File: src/rtl/sram_access_ctrl.sv
// Single-port access sequencer for a 128 x 256-bit SRAM array: precharge, wordline
// settle, then sense or write, followed by a one-cycle response pulse.
module sram_access_ctrl #(
  parameter int PRE_CYCLES   = 2,
  parameter int WL_CYCLES    = 1,
  parameter int SENSE_CYCLES = 1,
  parameter int WRITE_CYCLES = 2
) (
  input  logic         clk,
  input  logic         rst_n,
  input  logic         req_valid,
  output logic         req_ready,
  input  logic         req_we,
  input  logic [6:0]   req_addr,
  input  logic [255:0] req_wdata,
  output logic         rsp_valid,
  output logic [255:0] rsp_rdata,
  output logic [6:0]   row_addr,
  output logic         en_pcomp,
  output logic         pre_en,
  output logic         wdrv_en,
  output logic [255:0] wdrv_data,
  output logic         sae,
  input  logic [255:0] sa_data
);

  localparam int MAX_AB = (PRE_CYCLES > WL_CYCLES) ? PRE_CYCLES : WL_CYCLES;
  localparam int MAX_CD = (SENSE_CYCLES > WRITE_CYCLES) ? SENSE_CYCLES : WRITE_CYCLES;
  localparam int MAXC   = (MAX_AB > MAX_CD) ? MAX_AB : MAX_CD;
  localparam int CW     = $clog2(MAXC + 1);

  typedef enum logic [2:0] {IDLE, PRECH, WL, SENSE, WRITE, RESP} state_t;

  state_t        state_q, state_d;
  logic [CW-1:0] cnt_q, cnt_d;
  logic          we_q;
  logic          accept;
  logic          cnt_done;

  assign req_ready = (state_q == IDLE) && rst_n;
  assign accept    = req_valid && req_ready;
  assign cnt_done  = (cnt_q == '0);

  // The counter is loaded with (N-1) on entry so each state lasts exactly N cycles.
  always_comb begin
    state_d = state_q;
    cnt_d   = cnt_q;
    case (state_q)
      IDLE: begin
        if (accept) begin
          state_d = PRECH;
          cnt_d   = CW'(PRE_CYCLES - 1);
        end
      end
      PRECH: begin
        if (cnt_done) begin
          state_d = WL;
          cnt_d   = CW'(WL_CYCLES - 1);
        end else begin
          cnt_d = cnt_q - CW'(1);
        end
      end
      WL: begin
        if (cnt_done) begin
          state_d = we_q ? WRITE : SENSE;
          cnt_d   = we_q ? CW'(WRITE_CYCLES - 1) : CW'(SENSE_CYCLES - 1);
        end else begin
          cnt_d = cnt_q - CW'(1);
        end
      end
      SENSE, WRITE: begin
        if (cnt_done) begin
          state_d = RESP;
        end else begin
          cnt_d = cnt_q - CW'(1);
        end
      end
      RESP:    state_d = IDLE;
      default: state_d = IDLE;
    endcase
  end

  // Array enables are registered from the next state so they align with state_q.
  always_ff @(posedge clk) begin
    if (!rst_n) begin
      state_q   <= IDLE;
      cnt_q     <= '0;
      we_q      <= 1'b0;
      pre_en    <= 1'b0;
      en_pcomp  <= 1'b0;
      sae       <= 1'b0;
      wdrv_en   <= 1'b0;
      rsp_valid <= 1'b0;
      row_addr  <= '0;
      wdrv_data <= '0;
      rsp_rdata <= '0;
    end else begin
      state_q   <= state_d;
      cnt_q     <= cnt_d;
      pre_en    <= (state_d == PRECH);
      en_pcomp  <= (state_d == WL) || (state_d == SENSE) || (state_d == WRITE);
      sae       <= (state_d == SENSE);
      wdrv_en   <= (state_d == WRITE);
      rsp_valid <= (state_d == RESP);
      if (accept) begin
        row_addr  <= req_addr;
        we_q      <= req_we;
        wdrv_data <= req_wdata;
      end
      if (state_q == SENSE && cnt_done) begin
        rsp_rdata <= sa_data;
      end
    end
  end

endmodule

File: config.mk
export PLATFORM = sky130hd
export DESIGN_NAME = sram_access_ctrl
export DESIGN_NICKNAME = d
export VERILOG_FILES = /design/src/rtl/sram_access_ctrl.sv
export SDC_FILE = /design/constraint.sdc
export NUM_CORES = 1
export LEC_CHECK = 0
export ABC_AREA = 1
export CORE_AREA = 2 2 410 412
export DETAILED_ROUTE_END_ITERATION = 6
export DIE_AREA = 0 0 412 414
export GPL_TIMING_DRIVEN = 0
export HOLD_SLACK_MARGIN = 0.06
export PLACE_DENSITY = 0.42
export SLEW_MARGIN = 20
export SYNTH_ARGS = -nofsm -noshare
export SYNTH_HDL_FRONTEND = slang
export SYNTH_SLANG_ARGS = --single-unit
File: constraint.sdc
create_clock -name clk -period 4.53 [get_ports clk]
set_input_delay 0.906 -clock clk [delete_from_list [all_inputs] [get_ports clk]]
set_output_delay 0.906 -clock clk [all_outputs]
set_load 0.05 [all_outputs]
==> Word-level counts from Yosys, hierarchy flattened <==
Cells that the tools add are included.
W data, S select, Z words.
{ "totals": {"in_bits": 523, "regBits": 530, "word_cells": 45, "output_inout_bits": 525} }
{ "op_classes": {"reduce_logical": 10, "eq_ne": 11, "n_addsub": 1, "mux": 12} }
{ "op_table": {"columns": ["cell", "count"], "rows": [
  ["$mux W3", 5],
  ["$eq A3 B2 Y1 const B", 4],
  ["$pmux W3 S4", 1],
  ["$eq A3 B3 Y1 const B", 3],
  ["$mux W2", 4],
  ["$pmux W2 S4", 1],
  ["$eq A3 B1 Y1 const B", 2],
  ["$ne A2 B2 Y1 const B", 2],
  ["$reduce_bool A4 Y1", 1],
  ["$logic_and A1 B1 Y1", 3],
  ["$logic_not A3 Y1", 1],
  ["$reduce_and A3 Y1", 1],
  ["$logic_not A2 Y1", 1],
  ["$logic_or A1 B1 Y1", 2],
  ["$reduce_or A2 Y1", 1],
  ["$sub A2 B1 Y2 const B", 1],
  ["$mux W1", 1]
]} }

==> Longest topological paths before layout <==
{ "depth": {"word_depth": 8, "depth_mapped": 9, "depth_no_buf": 9} }

==> Worst setup path before layout <==
Ideal clock, no wire load.
{ "synth_timing": {"path_kind": "input -> output", "startpoint": "in rst_n", "endpoint": "out req_ready", "path_buffers": 0, "t_arrival_ns": 2.425, "path_stages": 2, "t_required_ns": 3.624, "slack_ns": 1.199, "path_cell_list": "inv_1 -> nor4_1"} }
{ "synth_via": {"elab_chain_cells": 1} }
{ "synth_lines": {"columns": ["item", "line", "text"], "rows": [
  ["start, declared", "10", "input logic rst_n,"],
  ["$logic_and A1 B1 Y1", "40", "assign req_ready = (state_q == IDLE) && rst_n;"],
  ["end, declared", "12", "output logic req_ready,"]
]} }
Every way passes these cells.

==> Final worst setup path <==
Same ends and word-level chain as after synthesis.

==> results.tsv <==
metric	value	unit
status	finished, final reports clean	
worst-path fanout max	6	
pwr dens	412	nW/um^2
quantity of hold-fixing buffers added after cts	0	
synthesized area	18900	um^2
Pleak	12.8	nW
Max-slew headroom	33.6	%
required time of the worst setup path	3.62	ns
Sequential Area	10600	um^2
DRC viols	0	
Worst Path Buf+Inv	3	
TritonCTS Buffers	75	
Ports	1048	
final-report hold violation count	0	
Fillers	18700	
largest net degree at the start of global routing	12	
Fmax	0.278	GHz
Multi-input gate area	5520	um^2
top-area cell type share of the netlist area	56.2	%
number of synthesized register bits	530	
share of cells above drive strength 1	5.67	%
Worst-Margin Slew	0.996	ns
DR vias/cell	3.56	
Starting Density	11.4	%
H-tree levels	3	
CTS Sinks	530	
area of the die	171000	um^2
CP peak stage delay	0.91	ns
Placer Congestion	0.896	
crit end category	output pin	
post-route ant nets	0	
VDD IR max	0.000270	V
crit path launch type	input port	
fin. max-slew vios	0	
non-filler cells in the finished layout	5742	
final wirelength	138000	um
Yosys warnings	0	
vias	20500	
Final nets	3991	
Core Rows	150	
critical path, cell by cell	clkdlybuf4s50_1 -> inv_1 -> nor4_1 -> clkdlybuf4s50_1	
post-CTS setup buffers	0	
synthesized area per cell	8.07	um^2
Global Route Usage Sum	15.6	%
Syn Inst Count	2341	
Final Cycle Share	79.3	%
core footprint	166000	um^2
worst-skew pair later-pin latency	0.67	ns
grt total ovfl	0	
setup TNS	0	ns
crit path kind	input port to output pin	
Area contributors post-synth	dfxtp_1, inv_1, o21ai_0	
CP delay by family, top	buffers and inverters	
DP Cell Count	5592	
share of the yosys chip area belonging to registers	56.2	%
Post-DP HPWL	118000	um
final setup fails	0	
Unique masters post-synth	21	
area leader, netlist	dfxtp_1	
Mapped Nets	2867	
initial DRC count	976	
routed len/inst	24.1	um
clk_skew	0.0247	ns
Max-Cap Viols	0	
Port Buffer Count	1047	
crit path DAT	2.69	ns
drt pass-1 iters	5	
Layout area overhead	83.8	%
vias in the first global route	20100	
Critical-path top delay cell	clkdlybuf4s50_1	
Root Driver	clkbuf_16	
Resized Gates After CTS	0	
unrepaired setup endpoints after global routing	false	
initial antenna violation count	55	
DIE HEIGHT	414	um
first-pass GRT wire length	180000	um
maximum clock insertion buffer count	3	
cell repeated most along the worst path	clkdlybuf4s50_1	
clock slew at reported path FFs	0.05	ns
CTS tree	yes	
DIE WIDTH	412	um
Tmin final	3.59	ns
min-delay worst type	flip-flop to flip-flop	
==> final cells by class <==
class,count,share of cell area (%)
diodes,12,0.0865
plain buffers,175,2.17
clock buffers,105,6.22
clock inverters,33,1.17
inverters,535,5.78
multi-input cells,1101,15.9
flip-flops and latches,530,30.6
well taps,2204,7.94
repair buffers,1047,30.2
==> cell usage after synthesis <==
| cell | count |
|---|---|
| nand2_1 | 22 |
| dfxtp_1 | 530 |
| o211ai_1 | 1 |
| clkbuf_1 | 98 |
| nor4_1 | 1 |
| a21oi_1 | 261 |
| nor2_4 | 1 |
| nand4_4 | 1 |
| buf_2 | 70 |
| inv_1 | 534 |
| o21ai_1 | 250 |
| o21ai_0 | 277 |
| buf_1 | 5 |
| nand4_1 | 1 |
| inv_2 | 1 |
| ha_1 | 3 |
| buf_4 | 2 |
| nand3_1 | 267 |
| nor2_1 | 14 |
| nor3_1 | 1 |
| nand4_2 | 1 |
==> cells in the final DEF (no fill, tap or decap), drive strengths merged <==
| cell type | Yosys | final |
|---|---|---|
| o211ai | 1 | 1 |
| clkbuf | 98 | 203 |
| a21oi | 261 | 261 |
| nand2 | 22 | 22 |
| nand4 | 3 | 3 |
| diode | 0 | 12 |
| inv | 535 | 539 |
| nor2 | 15 | 15 |
| nor3 | 1 | 1 |
| clkinv | 0 | 18 |
| ha | 3 | 3 |
| o21ai | 527 | 527 |
| nand3 | 267 | 267 |
| buf | 77 | 77 |
| bufinv | 0 | 5 |
| nor4 | 1 | 1 |
| dfxtp | 530 | 530 |
| clkinvlp | 0 | 6 |
| clkdlybuf4s50 | 0 | 1047 |
==> where the power goes <==
part	leakage (nW)	switching (mW)	internal, mW	total (mW)
registers	4.32	0.162	4.96	5.12
logic	7.19	1.96	1.05	3.00
clock network	1.25	2.54	3.65	6.20
total	12.8	4.66	9.66	14.3
==> layer usage <==
layer / track usage, % / vias to the layer above / share of wire (%)
met1: 16.5 / 9614 / 37
met4: 4.01 / 50 / 2.8
met5: 0 / - / 0.22
met3: 5.94 / 216 / 8.8
met2: 28.6 / 759 / 51
li1: - / 9828 / -
==> worst paths after layout <==
kind                                    start                     endpoint  slack [ns]  cells after the start
setup / recovery                        rst_n                    req_ready        0.94                      4
hold / removal    rsp_rdata[109]$_SDFFE_PN0P_  rsp_rdata[109]$_SDFFE_PN0P_        0.44                      2
setup reg to reg        cnt_q[0]$_SDFFE_PN0P_   rsp_rdata[35]$_SDFFE_PN0P_        2.06                      6
hold reg to reg   rsp_rdata[109]$_SDFFE_PN0P_  rsp_rdata[109]$_SDFFE_PN0P_        0.44                      2
==> state kept, by name, indices dropped and copies added, names as in the netlist <==
signal	count
cnt_q	2
rsp_rdata	256
we_q	1
rsp_valid	1
sae	1
row_addr	7
wdrv_en	1
wdrv_data	256
state_q	3
pre_en	1
en_pcomp	1
==> worst register-to-register path, cell delays in order (launching register included) <==
cell,delay (ns)
dfxtp_1,0.33
inv_1,0.09
ha_1,0.27
nand4_4,0.17
buf_2,0.48
clkbuf_1,0.81
a21oi_1,0.15
==> logic make-up (layout without fill, tap and decap cells) <==
family / after synthesis / after routing / share of synthesized area, %
and+or+nand+nor: 309 / 309 / 8.12
other: 0 / 12 / 0
DFF: 530 / 530 / 56.2
buffers and inverters: 710 / 1895 / 14.6
AOI/OAI and AO/OA: 789 / 789 / 20.9
adders and majority gates: 3 / 3 / 0.199
==> stage by stage <==
stage	utilization, %	area [um^2]	total power, mW	setup WS (ns)	hold slack (ns)
5_1_grt	20.9	34700	14.9	0.806	0.458
3_5_place_dp	19.3	32100	8.30	0.740	0.437
2_1_floorplan	-	18900	6.66	1.20	0.464
4_1_cts	20.9	34700	14.7	0.892	0.446
6_report	20.9	34700	14.3	0.936	0.443
3_3_place_gp	19.3	32100	8.28	0.801	0.432
Power figures use the tool's default switching activity.
